File: config.mk
export PLATFORM = sky130hd
export DESIGN_NAME = param_xfer_sched
export DESIGN_NICKNAME = d
export VERILOG_FILES = /design/src/rtl/param_xfer_pkg.sv /design/src/rtl/param_sync_edge.sv /design/src/rtl/param_xfer_sched.sv
export SDC_FILE = /design/constraint.sdc
export NUM_CORES = 1
export LEC_CHECK = 0
export BUFFER_PORTS_ARGS = -buffer_cell sky130_fd_sc_hd__clkbuf_2
export CAP_MARGIN = 30
export CORE_MARGIN = 4
export CORE_UTILIZATION = 55
export DETAILED_ROUTE_END_ITERATION = 6
export PLACE_DENSITY_LB_ADDON = 0.12
export SLEW_MARGIN = 15
export SYNTH_ARGS = -nofsm -noshare
export SYNTH_HDL_FRONTEND = slang
export SYNTH_SLANG_ARGS = --single-unit
File: constraint.sdc
create_clock -name CLK40 -period 3.4 [get_ports CLK40]
set_input_delay 0.34 -clock CLK40 [delete_from_list [all_inputs] [get_ports CLK40]]
set_output_delay 0.34 -clock CLK40 [all_outputs]
set_load 0.03 [all_outputs]
File: src/rtl/param_xfer_pkg.sv
// Shared definitions for the parameter transfer scheduler: state and error
// encodings, requester indices and the default readback word count.
package param_xfer_pkg;

    typedef enum logic [2:0] {
        ST_IDLE    = 3'd0,
        ST_START   = 3'd1,
        ST_WAIT_XF = 3'd2,
        ST_READ    = 3'd3,
        ST_GAP     = 3'd4,
        ST_FINISH  = 3'd5,
        ST_FAIL    = 3'd6
    } sched_state_e;

    typedef enum logic [1:0] {
        ERR_NONE      = 2'b00,
        ERR_TIMEOUT   = 2'b01,
        ERR_UNDERFLOW = 2'b10
    } err_code_e;

    localparam int AL_REQ_IDX   = 0;
    localparam int JTAG_REQ_IDX = 1;

    localparam logic [8:0] DEF_MAX_WRDS = 9'd34;

    // A requested count of zero means "read the full parameter block".
    function automatic logic [8:0] word_target(input logic [8:0] nwrds,
                                               input logic [8:0] max_wrds);
        return (nwrds == 9'd0) ? max_wrds : nwrds;
    endfunction

endpackage

File: src/rtl/param_sync_edge.sv
// Two-flop synchronizer followed by a rising-edge detector, used to bring
// the transfer-engine done level into the CLK40 domain as a one-cycle pulse.
module param_sync_edge (
    input  logic clk,
    input  logic rst_n,
    input  logic async_in,
    output logic rise
);

    logic [2:0] sync_q;
    logic [2:0] sync_d;

    always_comb begin
        sync_d = {sync_q[1:0], async_in};
    end

    always_ff @(posedge clk or negedge rst_n) begin
        if (!rst_n) begin
            sync_q <= 3'b000;
        end else begin
            sync_q <= sync_d;
        end
    end

    assign rise = sync_q[1] & ~sync_q[2];

endmodule

File: src/rtl/param_xfer_sched.sv
// Round-robin scheduler for the PROM-to-FIFO transfer engine and the FIFO
// readback path, shared by the auto-load sequencer and JTAG readback.
module param_xfer_sched
    import param_xfer_pkg::*;
#(
    parameter logic [8:0] MAX_WRDS = DEF_MAX_WRDS,
    parameter int         TMO_W    = 16,
    parameter int         P2F_LEN  = 3,
    parameter int         RD_GAP   = 2
) (
    input  logic       CLK40,
    input  logic       RST_B,
    input  logic [1:0] REQ,
    input  logic [2:0] MODE0,
    input  logic [2:0] MODE1,
    input  logic [8:0] NWRDS0,
    input  logic [8:0] NWRDS1,
    input  logic       XFER_DONE,
    input  logic       PF_MT,
    output logic [1:0] GNT,
    output logic       PROM2FF,
    output logic       ECC,
    output logic       CRC,
    output logic       DECODE,
    output logic       PF_RD,
    output logic [1:0] DONE,
    output logic [1:0] ERR,
    output logic [1:0] ERR_CODE,
    output logic [8:0] WRD_CNT,
    output logic [2:0] SCHED_STATE
);

    localparam int STEP_W = 8;
    localparam logic [STEP_W-1:0] P2F_LEN_C  = STEP_W'(P2F_LEN);
    localparam logic [STEP_W-1:0] GAP_LAST_C = STEP_W'(RD_GAP - 1);

    sched_state_e      state_q, state_d;
    err_code_e         err_code_q, err_code_d;
    logic [1:0]        gnt_q, gnt_d;
    logic [2:0]        mode_q, mode_d;
    logic [8:0]        target_q, target_d;
    logic [8:0]        wrd_cnt_q, wrd_cnt_d;
    logic [TMO_W-1:0]  tmo_q, tmo_d;
    logic [STEP_W-1:0] step_q, step_d;
    logic              ptr_q, ptr_d;
    logic              prom2ff_q, prom2ff_d;
    logic              pf_rd_q, pf_rd_d;
    logic [1:0]        done_q, done_d;
    logic [1:0]        err_q, err_d;
    logic              sel;
    logic              xfer_edge;

    param_sync_edge u_xfer_sync (
        .clk      (CLK40),
        .rst_n    (RST_B),
        .async_in (XFER_DONE),
        .rise     (xfer_edge)
    );

    always_comb begin
        state_d    = state_q;
        err_code_d = err_code_q;
        gnt_d      = gnt_q;
        mode_d     = mode_q;
        target_d   = target_q;
        wrd_cnt_d  = wrd_cnt_q;
        tmo_d      = tmo_q;
        step_d     = step_q;
        ptr_d      = ptr_q;
        prom2ff_d  = 1'b0;
        pf_rd_d    = 1'b0;
        done_d     = 2'b00;
        err_d      = 2'b00;
        sel        = (REQ == 2'b11) ? ptr_q : REQ[JTAG_REQ_IDX];

        case (state_q)
            ST_IDLE: begin
                if (REQ != 2'b00) begin
                    gnt_d      = 2'b00;
                    gnt_d[sel ? JTAG_REQ_IDX : AL_REQ_IDX] = 1'b1;
                    mode_d     = sel ? MODE1 : MODE0;
                    target_d   = word_target(sel ? NWRDS1 : NWRDS0, MAX_WRDS);
                    wrd_cnt_d  = 9'd0;
                    tmo_d      = '0;
                    step_d     = '0;
                    err_code_d = ERR_NONE;
                    state_d    = ST_START;
                end
            end
            ST_START: begin
                if (step_q < P2F_LEN_C) begin
                    prom2ff_d = 1'b1;
                    step_d    = step_q + 1'b1;
                end else begin
                    step_d  = '0;
                    state_d = ST_WAIT_XF;
                end
            end
            ST_WAIT_XF: begin
                // A done edge wins over a timeout landing in the same cycle.
                if (xfer_edge) begin
                    state_d = ST_READ;
                end else begin
                    tmo_d = tmo_q + 1'b1;
                    if (&tmo_d) begin
                        err_code_d = ERR_TIMEOUT;
                        state_d    = ST_FAIL;
                    end
                end
            end
            ST_READ: begin
                if (wrd_cnt_q == target_q) begin
                    state_d = ST_FINISH;
                end else if (PF_MT) begin
                    err_code_d = ERR_UNDERFLOW;
                    state_d    = ST_FAIL;
                end else begin
                    pf_rd_d   = 1'b1;
                    wrd_cnt_d = wrd_cnt_q + 1'b1;
                    step_d    = '0;
                    state_d   = ST_GAP;
                end
            end
            ST_GAP: begin
                if (step_q >= GAP_LAST_C) begin
                    step_d  = '0;
                    state_d = ST_READ;
                end else begin
                    step_d = step_q + 1'b1;
                end
            end
            ST_FINISH, ST_FAIL: begin
                if (state_q == ST_FINISH) begin
                    done_d = gnt_q;
                end else begin
                    err_d = gnt_q;
                end
                ptr_d   = gnt_q[AL_REQ_IDX];
                gnt_d   = 2'b00;
                mode_d  = 3'b000;
                state_d = ST_IDLE;
            end
            default: begin
                state_d = ST_IDLE;
            end
        endcase
    end

    always_ff @(posedge CLK40 or negedge RST_B) begin
        if (!RST_B) begin
            state_q    <= ST_IDLE;
            err_code_q <= ERR_NONE;
            gnt_q      <= 2'b00;
            mode_q     <= 3'b000;
            target_q   <= 9'd0;
            wrd_cnt_q  <= 9'd0;
            tmo_q      <= '0;
            step_q     <= '0;
            ptr_q      <= 1'b0;
            prom2ff_q  <= 1'b0;
            pf_rd_q    <= 1'b0;
            done_q     <= 2'b00;
            err_q      <= 2'b00;
        end else begin
            state_q    <= state_d;
            err_code_q <= err_code_d;
            gnt_q      <= gnt_d;
            mode_q     <= mode_d;
            target_q   <= target_d;
            wrd_cnt_q  <= wrd_cnt_d;
            tmo_q      <= tmo_d;
            step_q     <= step_d;
            ptr_q      <= ptr_d;
            prom2ff_q  <= prom2ff_d;
            pf_rd_q    <= pf_rd_d;
            done_q     <= done_d;
            err_q      <= err_d;
        end
    end

    assign GNT                = gnt_q;
    assign PROM2FF            = prom2ff_q;
    assign {DECODE, CRC, ECC} = mode_q;
    assign PF_RD              = pf_rd_q;
    assign DONE               = done_q;
    assign ERR                = err_q;
    assign ERR_CODE           = err_code_q;
    assign WRD_CNT            = wrd_cnt_q;
    assign SCHED_STATE        = state_q;

endmodule

==> metrics.txt <==
status=completed; top_reg_cell synth=dfrtp_1; hold_buf cts=1; post-synthesis mux area share=2.85%; CTS tree=yes; cell area after synthesis=3510 µm²; 1st-iter DRT viols=267; final hold vios=0; fraction of registers with async set/reset=100%; dpl cells=501; Clock Sinks=62; Die Width=87.9 µm; final net count=474; RSZ-0062 raised after global routing=no; total gr overflow=0; critical path arrival=2.50 ns; syn avg cell area=9.14 µm²; Initial Util=57.9%; peak supply drop=382 µV; simple-gate share of the synthesized area=24.1%; Worst Hold Class=in2reg; post-DR wirelength/cell=15.4 µm; largest family of logic cells by synthesized area=simple AND/OR/NAND/NOR gates; Seq/Total Area, Yosys=44.2%; clk_lat worst skew=0.35 ns; skew final=0.00889 ns; Crit Reg-Reg Startpoint=SCHED_STATE[1]; Inserted Diodes=0; first-pass detailed-route iteration total=4; maximum clock insertion buffer count=2; Startpoint Class=flop; area grow syn2layout=14.1%; Yosys reg bits=62; Required @ worst endpoint=3.63 ns; final std cells w/o fill=518; FP Rows=28; hold path endpoint=u_xfer_sync.sync_q[0]; antenna violations before repair=0; H-tree Lvls=3; Post-DRT Antenna Nets=0; IO Port Bufs=54; cts repair resizes=0; Die Ht=87.9 µm; minimum clock period=2.26 ns; complex-gate fraction of the synthesized area=19.5%; fmax=0.442 GHz; DP HPWL=5.73 mm; most frequent cells after synthesis=dfrtp_1 (62), nand2_1 (40), nor2_1 (39), o21ai_0 (31), inv_1 (19); maxcap violations=0; # IOs=55; Yosys top cell by area=dfrtp_1; Lkg Pwr=1.85 nW; Worst R2R End=tmo_q[3]; largest net degree at the start of global routing=43; worst hold stages=1; Root Driver=clkbuf_8; Synth cell types=65; drt via density=5.91; final setup fails=0; GRT Util Overall=22.7%; PwrDens=731 nW/µm²; share of cells above drive strength 1=20.3%; syn_nets=420; CTS buffer count=9; fin. max-slew vios=0; final WL=7.98 mm; count leader, synth=dfrtp_1; Synth top area share=44.2%; routability cong.=0.883; clock-pin slew on the worst setup and hold paths=0.07 ns; CP Capture Type=flop; final setup TNS=0 ns; Hold Startpoint=XFER_DONE; CP Class=reg2reg; DR vias=3,063; synth warn=0; Synth Instances=384; Slew @ Worst Pin=0.809 ns; Post-synth EDFFs=0; vias in the first global route=2,901; Synth area leaders=dfrtp_1 (44%), o21ai_0 (4.4%), nand2_1 (4.3%), nor2_1 (4.2%), mux2i_1 (2.9%); die area=7720 µm²; Max FO, Critical Path=25; total setup buffers inserted after CTS=0; Core Box Area=6060 µm²; Synth Area in Adders=2.14%; R2R cell count=5; Post-route DRC=0; Slew HR=45.8%; global-route wire length before repair=13.6 mm; R2R setup slack=1.14 ns; Synth Area in XOR/XNOR=2.71%; fin crit share=66.6%
metrics by stage:
stage | total power, mW | area, µm² | util [%] | setup WS (ns) | hold slack, ns
finish | 2.93 | 4000 | 66.0 | 1.14 | 0.103
global route | 3.15 | 4000 | 66.0 | 0.942 | 0.0936
CTS | 2.93 | 4000 | 66.0 | 1.15 | 0.0987
detailed placement | 2.36 | 3820 | 63.1 | 1.17 | 0.340
global placement | 2.32 | 3820 | 63.1 | 1.22 | 0.336
floorplan | 2.05 | 3510 | - | 1.43 | 0.0444
layout by cell type (no fill, tap or decap), types with 3 or more instances in the layout:
cell | Yosys | final
a211oi_1 | 8 | 8
a21oi_1 | 17 | 17
a31oi_1 | 12 | 12
buf_4 | 1 | 5
clkbuf_2 | 0 | 54
clkbuf_8 | 0 | 10
clkinv_2 | 0 | 3
dfrtp_1 | 62 | 62
ha_1 | 6 | 6
inv_1 | 19 | 19
mux2i_1 | 10 | 10
nand2_1 | 40 | 40
nand3_1 | 8 | 8
nand4_1 | 12 | 12
nor2_1 | 39 | 39
nor2b_1 | 5 | 5
nor3_1 | 5 | 5
nor4_1 | 8 | 8
o21ai_0 | 31 | 31
o21ai_1 | 12 | 12
o31ai_1 | 3 | 3
or3_1 | 7 | 7
xnor2_1 | 9 | 9
sequential cells by signal, indices dropped and copies added, names as in the netlist:
signal	flops
tmo_q	16
WRD_CNT	9
target_q	9
step_q	8
SCHED_STATE	3
mode_q	3
u_xfer_sync.sync_q	3
DONE	2
ERR	2
ERR_CODE	2
GNT	2
PF_RD	1
PROM2FF	1
ptr_q	1
critical path, cell delays in order (launching register included):
cell and delay [ns]:
dfrtp_1 0.56, or3_1 0.51, or2_1 0.54, nand2_1 0.23, o21ai_1 0.09, a32o_1 0.22
metal layers:
metal | GRT usage (%) | part of all wire, % | vias to the layer above
li1 | - | - | 1513
met1 | 31.6 | 47 | 1463
met2 | 35.1 | 46 | 76
met3 | 4.89 | 4.6 | 11
met4 | 8.37 | 1.7 | 0
met5 | 0 | 0 | -
how the worst max path moves through the flow:
stage / start / end / slack, ns / cells after the start
final: SCHED_STATE[1] / tmo_q[3] / 1.14 / 5
after global routing: tmo_q[0] / ERR_CODE[0] / 0.94 / 6
after CTS: SCHED_STATE[1] / tmo_q[3] / 1.15 / 5
after detailed placement: SCHED_STATE[1] / tmo_q[3] / 1.17 / 5
after global placement: SCHED_STATE[1] / tmo_q[3] / 1.22 / 5
after floorplan: tmo_q[1] / ERR_CODE[1] / 1.43 / 7
layout make-up:
type                       count  area (µm²)
timing repair buffer          60         318
fill                         502        2060
clock inverter                 4        22.5
clock buffer                  12         145
sequential                    62        1550
multi-input combinational    286        1800
tap                           75        93.8
inverter                      19        71.3
logic make-up (layout without fill, tap and decap cells):
group | count (synthesis) | count (layout)
XOR/XNOR | 10 | 10
multiplexers | 10 | 10
adder cells (fa/ha/maj) | 6 | 6
AO/OA/AOI/OAI | 107 | 107
buffers and inverters | 36 | 95
flip-flops | 62 | 62
AND/OR/NAND/NOR | 153 | 153
report_power, final:
part	internal, mW	leakage [nW]	switching [mW]	total, mW
clock network	0.281	0.0861	0.291	0.572
logic	0.422	0.945	0.774	1.20
registers	0.914	0.818	0.243	1.16
total	1.62	1.85	1.31	2.93
Power figures use the tool's default switching activity.
